[src/rtl/io_uart.sv]
// io_uart: memory-mapped 8N1 UART with a 4-byte register window.
// Registers: 0 DATA, 1 STATUS, 2 DIVLO, 3 DIVHI.
// Optional interrupt output is enabled by defining IO_UART_IRQ_EN.
`ifndef ADDR_RAM
`define ADDR_RAM 16'h8000
`endif

module io_uart #(
  parameter logic [15:0] BASE        = 16'h0000,
  parameter logic [15:0] DIV_DEFAULT = 16'd434
) (
  input  logic        clk,
  input  logic        rst_n,
  input  logic [15:0] addr,
  input  logic [7:0]  io_di,
  output logic [7:0]  io_do,
  input  logic        we,
  input  logic        re,
  input  logic        uart_rx,
  output logic        uart_tx,
  output logic        irq
);

  localparam logic [1:0] ST_IDLE  = 2'd0;
  localparam logic [1:0] ST_START = 2'd1;
  localparam logic [1:0] ST_DATA  = 2'd2;
  localparam logic [1:0] ST_STOP  = 2'd3;

  logic        sel;
  logic [1:0]  idx;
  logic        wr_data, rd_data, wr_status, rd_status, wr_divlo, wr_divhi;
  logic [15:0] div_q, period, half, half_m1;

  logic [1:0]  tx_state;
  logic [15:0] tx_cnt;
  logic [2:0]  tx_bit;
  logic [7:0]  tx_shift;
  logic        tx_busy, tx_line;

  logic        rx_s1, rx_s2, rx_prev;
  logic [1:0]  rx_state;
  logic [15:0] rx_cnt;
  logic [2:0]  rx_bit;
  logic [7:0]  rx_shift, rx_data;
  logic        rx_valid, rx_overrun, rx_frame_err;
  logic        irq_en;

  assign sel       = (addr < `ADDR_RAM) && (addr[15:2] == BASE[15:2]);
  assign idx       = addr[1:0];
  assign wr_data   = sel && we && (idx == 2'd0);
  assign rd_data   = sel && re && (idx == 2'd0);
  assign wr_status = sel && we && (idx == 2'd1);
  assign rd_status = sel && re && (idx == 2'd1);
  assign wr_divlo  = sel && we && (idx == 2'd2);
  assign wr_divhi  = sel && we && (idx == 2'd3);

  // Bit period is sampled when each bit starts, so a divisor write lands at the next bit boundary.
  assign period  = (div_q == 16'd0) ? 16'd1 : div_q;
  assign half    = period >> 1;
  // One clock of the half-bit wait is absorbed by the edge-detect register.
  assign half_m1 = (half == 16'd0) ? 16'd0 : half - 16'd1;

  assign uart_tx = tx_line;

  // Baud divisor register.
  always_ff @(posedge clk or negedge rst_n) begin
    if (!rst_n) begin
      div_q <= DIV_DEFAULT;
    end else begin
      if (wr_divlo) div_q[7:0]  <= io_di;
      if (wr_divhi) div_q[15:8] <= io_di;
    end
  end

  // Transmit FSM: start bit, 8 data bits LSB first, stop bit; writes while busy are dropped.
  always_ff @(posedge clk or negedge rst_n) begin
    if (!rst_n) begin
      tx_state <= ST_IDLE;
      tx_cnt   <= 16'd0;
      tx_bit   <= 3'd0;
      tx_shift <= 8'd0;
      tx_busy  <= 1'b0;
      tx_line  <= 1'b1;
    end else begin
      case (tx_state)
        ST_IDLE: begin
          if (wr_data) begin
            tx_state <= ST_START;
            tx_busy  <= 1'b1;
            tx_line  <= 1'b0;
            tx_shift <= io_di;
            tx_cnt   <= period - 16'd1;
          end
        end
        ST_START: begin
          if (tx_cnt == 16'd0) begin
            tx_state <= ST_DATA;
            tx_line  <= tx_shift[0];
            tx_shift <= {1'b0, tx_shift[7:1]};
            tx_bit   <= 3'd0;
            tx_cnt   <= period - 16'd1;
          end else begin
            tx_cnt <= tx_cnt - 16'd1;
          end
        end
        ST_DATA: begin
          if (tx_cnt == 16'd0) begin
            tx_cnt <= period - 16'd1;
            if (tx_bit == 3'd7) begin
              tx_state <= ST_STOP;
              tx_line  <= 1'b1;
            end else begin
              tx_bit   <= tx_bit + 3'd1;
              tx_line  <= tx_shift[0];
              tx_shift <= {1'b0, tx_shift[7:1]};
            end
          end else begin
            tx_cnt <= tx_cnt - 16'd1;
          end
        end
        default: begin
          if (tx_cnt == 16'd0) begin
            tx_state <= ST_IDLE;
            tx_busy  <= 1'b0;
          end else begin
            tx_cnt <= tx_cnt - 16'd1;
          end
        end
      endcase
    end
  end

  // Two-flop synchroniser plus one delay stage for falling-edge detection; idles high.
  always_ff @(posedge clk or negedge rst_n) begin
    if (!rst_n) begin
      rx_s1   <= 1'b1;
      rx_s2   <= 1'b1;
      rx_prev <= 1'b1;
    end else begin
      rx_s1   <= uart_rx;
      rx_s2   <= rx_s1;
      rx_prev <= rx_s2;
    end
  end

  // Receive FSM and RX flags; CPU read-clears are applied first so a same-edge delivery or error wins.
  always_ff @(posedge clk or negedge rst_n) begin
    if (!rst_n) begin
      rx_state     <= ST_IDLE;
      rx_cnt       <= 16'd0;
      rx_bit       <= 3'd0;
      rx_shift     <= 8'd0;
      rx_data      <= 8'd0;
      rx_valid     <= 1'b0;
      rx_overrun   <= 1'b0;
      rx_frame_err <= 1'b0;
    end else begin
      if (rd_data) rx_valid <= 1'b0;
      if (rd_status) begin
        rx_overrun   <= 1'b0;
        rx_frame_err <= 1'b0;
      end
      case (rx_state)
        ST_IDLE: begin
          if (rx_prev && !rx_s2) begin
            rx_state <= ST_START;
            rx_cnt   <= half_m1;
          end
        end
        ST_START: begin
          if (rx_cnt == 16'd0) begin
            if (rx_s2) begin
              rx_state <= ST_IDLE;
            end else begin
              rx_state <= ST_DATA;
              rx_bit   <= 3'd0;
              rx_cnt   <= period - 16'd1;
            end
          end else begin
            rx_cnt <= rx_cnt - 16'd1;
          end
        end
        ST_DATA: begin
          if (rx_cnt == 16'd0) begin
            rx_shift <= {rx_s2, rx_shift[7:1]};
            rx_cnt   <= period - 16'd1;
            if (rx_bit == 3'd7) rx_state <= ST_STOP;
            else                rx_bit   <= rx_bit + 3'd1;
          end else begin
            rx_cnt <= rx_cnt - 16'd1;
          end
        end
        default: begin
          if (rx_cnt == 16'd0) begin
            rx_state <= ST_IDLE;
            if (!rx_s2) begin
              rx_frame_err <= 1'b1;
            end else if (rx_valid && !rd_data) begin
              rx_overrun <= 1'b1;
            end else begin
              rx_data  <= rx_shift;
              rx_valid <= 1'b1;
            end
          end else begin
            rx_cnt <= rx_cnt - 16'd1;
          end
        end
      endcase
    end
  end

`ifdef IO_UART_IRQ_EN
  // Interrupt enable and registered level interrupt.
  always_ff @(posedge clk or negedge rst_n) begin
    if (!rst_n) begin
      irq_en <= 1'b0;
      irq    <= 1'b0;
    end else begin
      if (wr_status) irq_en <= io_di[4];
      irq <= irq_en & (rx_valid | ~tx_busy);
    end
  end
`else
  assign irq_en = 1'b0;
  assign irq    = 1'b0;
`endif

  // Register read mux; zero when the window is not addressed.
  always_comb begin
    io_do = 8'h00;
    if (sel) begin
      case (idx)
        2'd0:    io_do = rx_data;
        2'd1:    io_do = {3'b000, irq_en, rx_frame_err, rx_overrun, rx_valid, tx_busy};
        2'd2:    io_do = div_q[7:0];
        default: io_do = div_q[15:8];
      endcase
    end
  end

endmodule
[config.mk]
export PLATFORM = sky130hd
export DESIGN_NAME = io_uart
export DESIGN_NICKNAME = d
export VERILOG_FILES = /design/src/rtl/io_uart.sv
export SDC_FILE = /design/constraint.sdc
export NUM_CORES = 1
export LEC_CHECK = 0
export CORE_ASPECT_RATIO = 0.8
export CORE_MARGIN = 4
export CORE_UTILIZATION = 25
export CTS_BUF_LIST = sky130_fd_sc_hd__clkbuf_2 sky130_fd_sc_hd__clkbuf_4 sky130_fd_sc_hd__clkbuf_8
export CTS_CLUSTER_SIZE = 16
export DETAILED_ROUTE_END_ITERATION = 10
export HOLD_SLACK_MARGIN = 0.1
export SKIP_CTS_REPAIR_TIMING = 1
export SLEW_MARGIN = 0
export SYNTH_ARGS = -nofsm -noshare
export SYNTH_HDL_FRONTEND = slang
export SYNTH_SLANG_ARGS = --single-unit
[constraint.sdc]
create_clock -name clk -period 3.3 [get_ports clk]
set_clock_uncertainty 0.05 [all_clocks]
set_input_delay 0.495 -clock clk [delete_from_list [all_inputs] [get_ports clk]]
set_output_delay 0.495 -clock clk [all_outputs]
set_load 0.02 [all_outputs]
==> results.toml <==
[yosys]
ys_warn_count = 0
ys_types = 68
synth_largest_area_cell = "dfrtp_1"
synth_fp_nets = 677
ys.flop_type = "dfrtp_1"
syn_inst = 632
synth.area.top_cells = "dfrtp_1 (34%), mux2_2 (9.9%), o21ai_0 (4.4%), dfstp_2 (4.0%), ha_1 (3.4%)"
syn_area_per_cell_um2 = 9.319
syn_area_um2 = 5889
yosysSeqAreaShare = 0.3843
ys_ff_latch = 90
synth_top_area_share = 0.3442
synth_enable_flop_cells = 0
async_flop_share = 1.000

[timing]
period_share = 0.9425
fmax_mhz = 321.5
finalSetupViolCount = 0
holdWs_ns = 0.3097
worst_slack_ns = 0.1899
hold_viol_final = 0
fin_crit_ns = 3.110
grt_setup_unrepaired = "false"
worstMarginPinSlew_ns = 0.8186
slew_headroom = 0.4543
report.final.slew_viol_count = 0
timing.setup.tns_ns = 0

[power]
ir_drop_mv = 0.3551
static-leakage-power_nw = 2.897
p_per_area_nw_per_um2 = 724.7

[cts]
cts_tree = "done"
clockBufferDepth = 2
cts_buffers = 9
htreeDepth = 3
clkSinkCount = 90
clk_latency_ns = 0.39
clkTransAtPathRegs_ns = 0.10
cts_root_buf = "clkbuf_8"

[floorplan]
fp.coreArea_um2 = 22810
rows = 49
fp.dieH_um = 145.3
ios = 39
start_util = 0.2582
fp.dieW_um = 179.6
dieArea_um2 = 26090

[route]
dr.first_iter.drc_count = 378
routedWlPerCell_um = 16.49
routed_wl_um = 16270
ant_nets = 0
drc = 0
routed_via_density = 5.146
first_pass_iters = 5
num_vias = 5079

[job]
drv_cap = 0

[grt]
grt_pass1_vias = 4844
grt.overflow.total = 0
grt_max_degree = 51
track_usage = 0.1236
antenna_found_initial = 0
grt_pass1_wl_um = 26440

[worst_setup_path]
reg2reg_to = "tx_cnt[10]$_DFFE_PN0P_"
crit_required_ns = 3.55
slowest_stage = "or4_1"
crit_chain = "inv_1, ha_1, or3b_2, or4_1, nor2_1, a21o_1, a221oi_1, o21ai_0"
arrival_ns = 3.36
r2r-start = "tx_cnt[0]$_DFFE_PN0P_"
rr_worst_depth = 8
crit_path_end_kind = "flop"
crit_type = "reg2reg"
max_stage_delay_ns = 0.60
crit_fanout = 15
regToRegSetupSlack_ns = 0.19
start_kind = "flop"

[layout]
drive_gt1_frac = 0.1865
nNetsFinal = 721
syn_to_final_growth_pct = 17.85
fin_cells = 987
antenna_cells = 0
nFillCells = 2433

[min_path]
worstHoldPathCells = 0
hp-class = "reg2reg"
min_from = "rx_s1$_DFF_PN1_"
min_to = "rx_s2$_DFF_PN1_"

[run_status]
outcome = "finished clean"

[placement]
dp_hpwl_um = 12240
dp.cells = 970
place_ws_ns = 0.2337
gp_congestion = 0.8794
io_buffers = 37
layout by cell type (no fill, tap or decap), types with 5 or more instances in the layout:
master,n
a22o_1,9
inv_1,22
nand2_1,52
buf_4,29
xor2_1,13
dfrtp_1,81
a22oi_1,9
nor3_1,23
o22ai_1,7
o31ai_1,7
ha_1,16
or4_1,9
a21oi_1,29
clkdlybuf4s50_1,36
a21o_1,5
clkbuf_8,10
mux2_2,52
nor4_1,15
o211ai_1,8
nand3_1,17
o21a_1,6
nor2_1,44
nor2b_1,8
dfstp_2,9
nand2b_1,5
or3_1,10
o21ai_0,52
xnor2_1,18
registers in the layout (all words and copies together) (netlist names), 3 cells and up:
signal    flops
rx_bit        3
tx_cnt       16
tx_bit        3
tx_shift      8
div_q        16
rx_data       8
rx_cnt       16
rx_shift      8
layout make-up:
cell class	count	area, µm²	area share
Timing Repair Buffer	67	608.1	0.08761
Multi-Input combinational cell	486	3398	0.4896
Tap cell	306	382.9	0.05516
Inverter	22	82.58	0.01190
Clock buffer	11	145.1	0.02091
Clock inverter	5	60.06	0.008653
Sequential cell	90	2263	0.3261
cells by family after synthesis:
logic type | share of synthesized area
flip-flops | 0.3843
buffers and inverters | 0.03867
adder cells (fa/ha/maj) | 0.03399
AO/OA/AOI/OAI | 0.1910
multiplexers | 0.1147
other | 0.0006367
XOR/XNOR | 0.04610
AND/OR/NAND/NOR | 0.1906
where the power goes:
| group | internal [mW] | leakage [nW] | switching [mW] |
|---|---|---|---|
| combinational | 1.09 | 1.64 | 1.52 |
| clock | 0.383 | 0.104 | 0.416 |
| sequential | 1.37 | 1.15 | 0.253 |
| total | 2.84 | 2.90 | 2.19 |
Yosys cell counts (5+ instances only):
| cell type | n |
|---|---|
| dfrtp_1 | 81 |
| mux2_2 | 52 |
| nand2_1 | 52 |
| o21ai_0 | 52 |
| nor2_1 | 44 |
| a21oi_1 | 29 |
| nor3_1 | 23 |
| clkbuf_1 | 22 |
| inv_1 | 22 |
| xnor2_1 | 18 |
| nand3_1 | 17 |
| ha_1 | 16 |
| nor4_1 | 15 |
| xor2_1 | 13 |
| or3_1 | 10 |
| a22o_1 | 9 |
| a22oi_1 | 9 |
| dfstp_2 | 9 |
| or4_1 | 9 |
| buf_2 | 8 |
| nor2b_1 | 8 |
| o211ai_1 | 8 |
| o22ai_1 | 7 |
| o31ai_1 | 7 |
| o21a_1 | 6 |
| a21o_1 | 5 |
| nand2b_1 | 5 |
critical path, delay by kind of cell, from the launching register on:
kind	cells	cell delay [ns]
flops	1	0.41
simple gates	3	1.44
buf+inv	1	0.11
fa+ha+maj	1	0.22
compound gates	3	0.77
metrics by stage:
step	total power, mW	cell area [µm²]	utilization
after global routing	5.448	6940	0.3043
after floorplan	3.566	5889	-
after global placement	4.177	6725	0.2949
after detailed placement	4.216	6725	0.2949
after CTS	5.038	6930	0.3039
final	5.029	6940	0.3043
worst max-delay path by stage:
stage                                from                     end  slack [ns]  cells past startpoint
finish              tx_cnt[0]$_DFFE_PN0P_  tx_cnt[10]$_DFFE_PN0P_        0.19                      8
global placement                  addr[1]  tx_cnt[10]$_DFFE_PN0P_        0.23                      7
detailed placement  tx_cnt[0]$_DFFE_PN0P_  tx_cnt[10]$_DFFE_PN0P_        0.23                      8
global route        tx_cnt[0]$_DFFE_PN0P_  tx_cnt[10]$_DFFE_PN0P_        0.06                      8
floorplan            div_q[5]$_DFFE_PN1P_  rx_cnt[14]$_DFFE_PN0P_        0.04                     13
CTS                 tx_cnt[0]$_DFFE_PN0P_  tx_cnt[10]$_DFFE_PN0P_        0.21                      8
routing by layer:
metal	track usage	vias to the layer above	routed length [µm]
li1	-	2442	-
met1	0.1940	2470	8448
met2	0.1721	150	6760
met3	0.02628	17	881
met4	0.02666	0	183
met5	0	-	0
No activity file was read; power rests on OpenSTA's default activity.
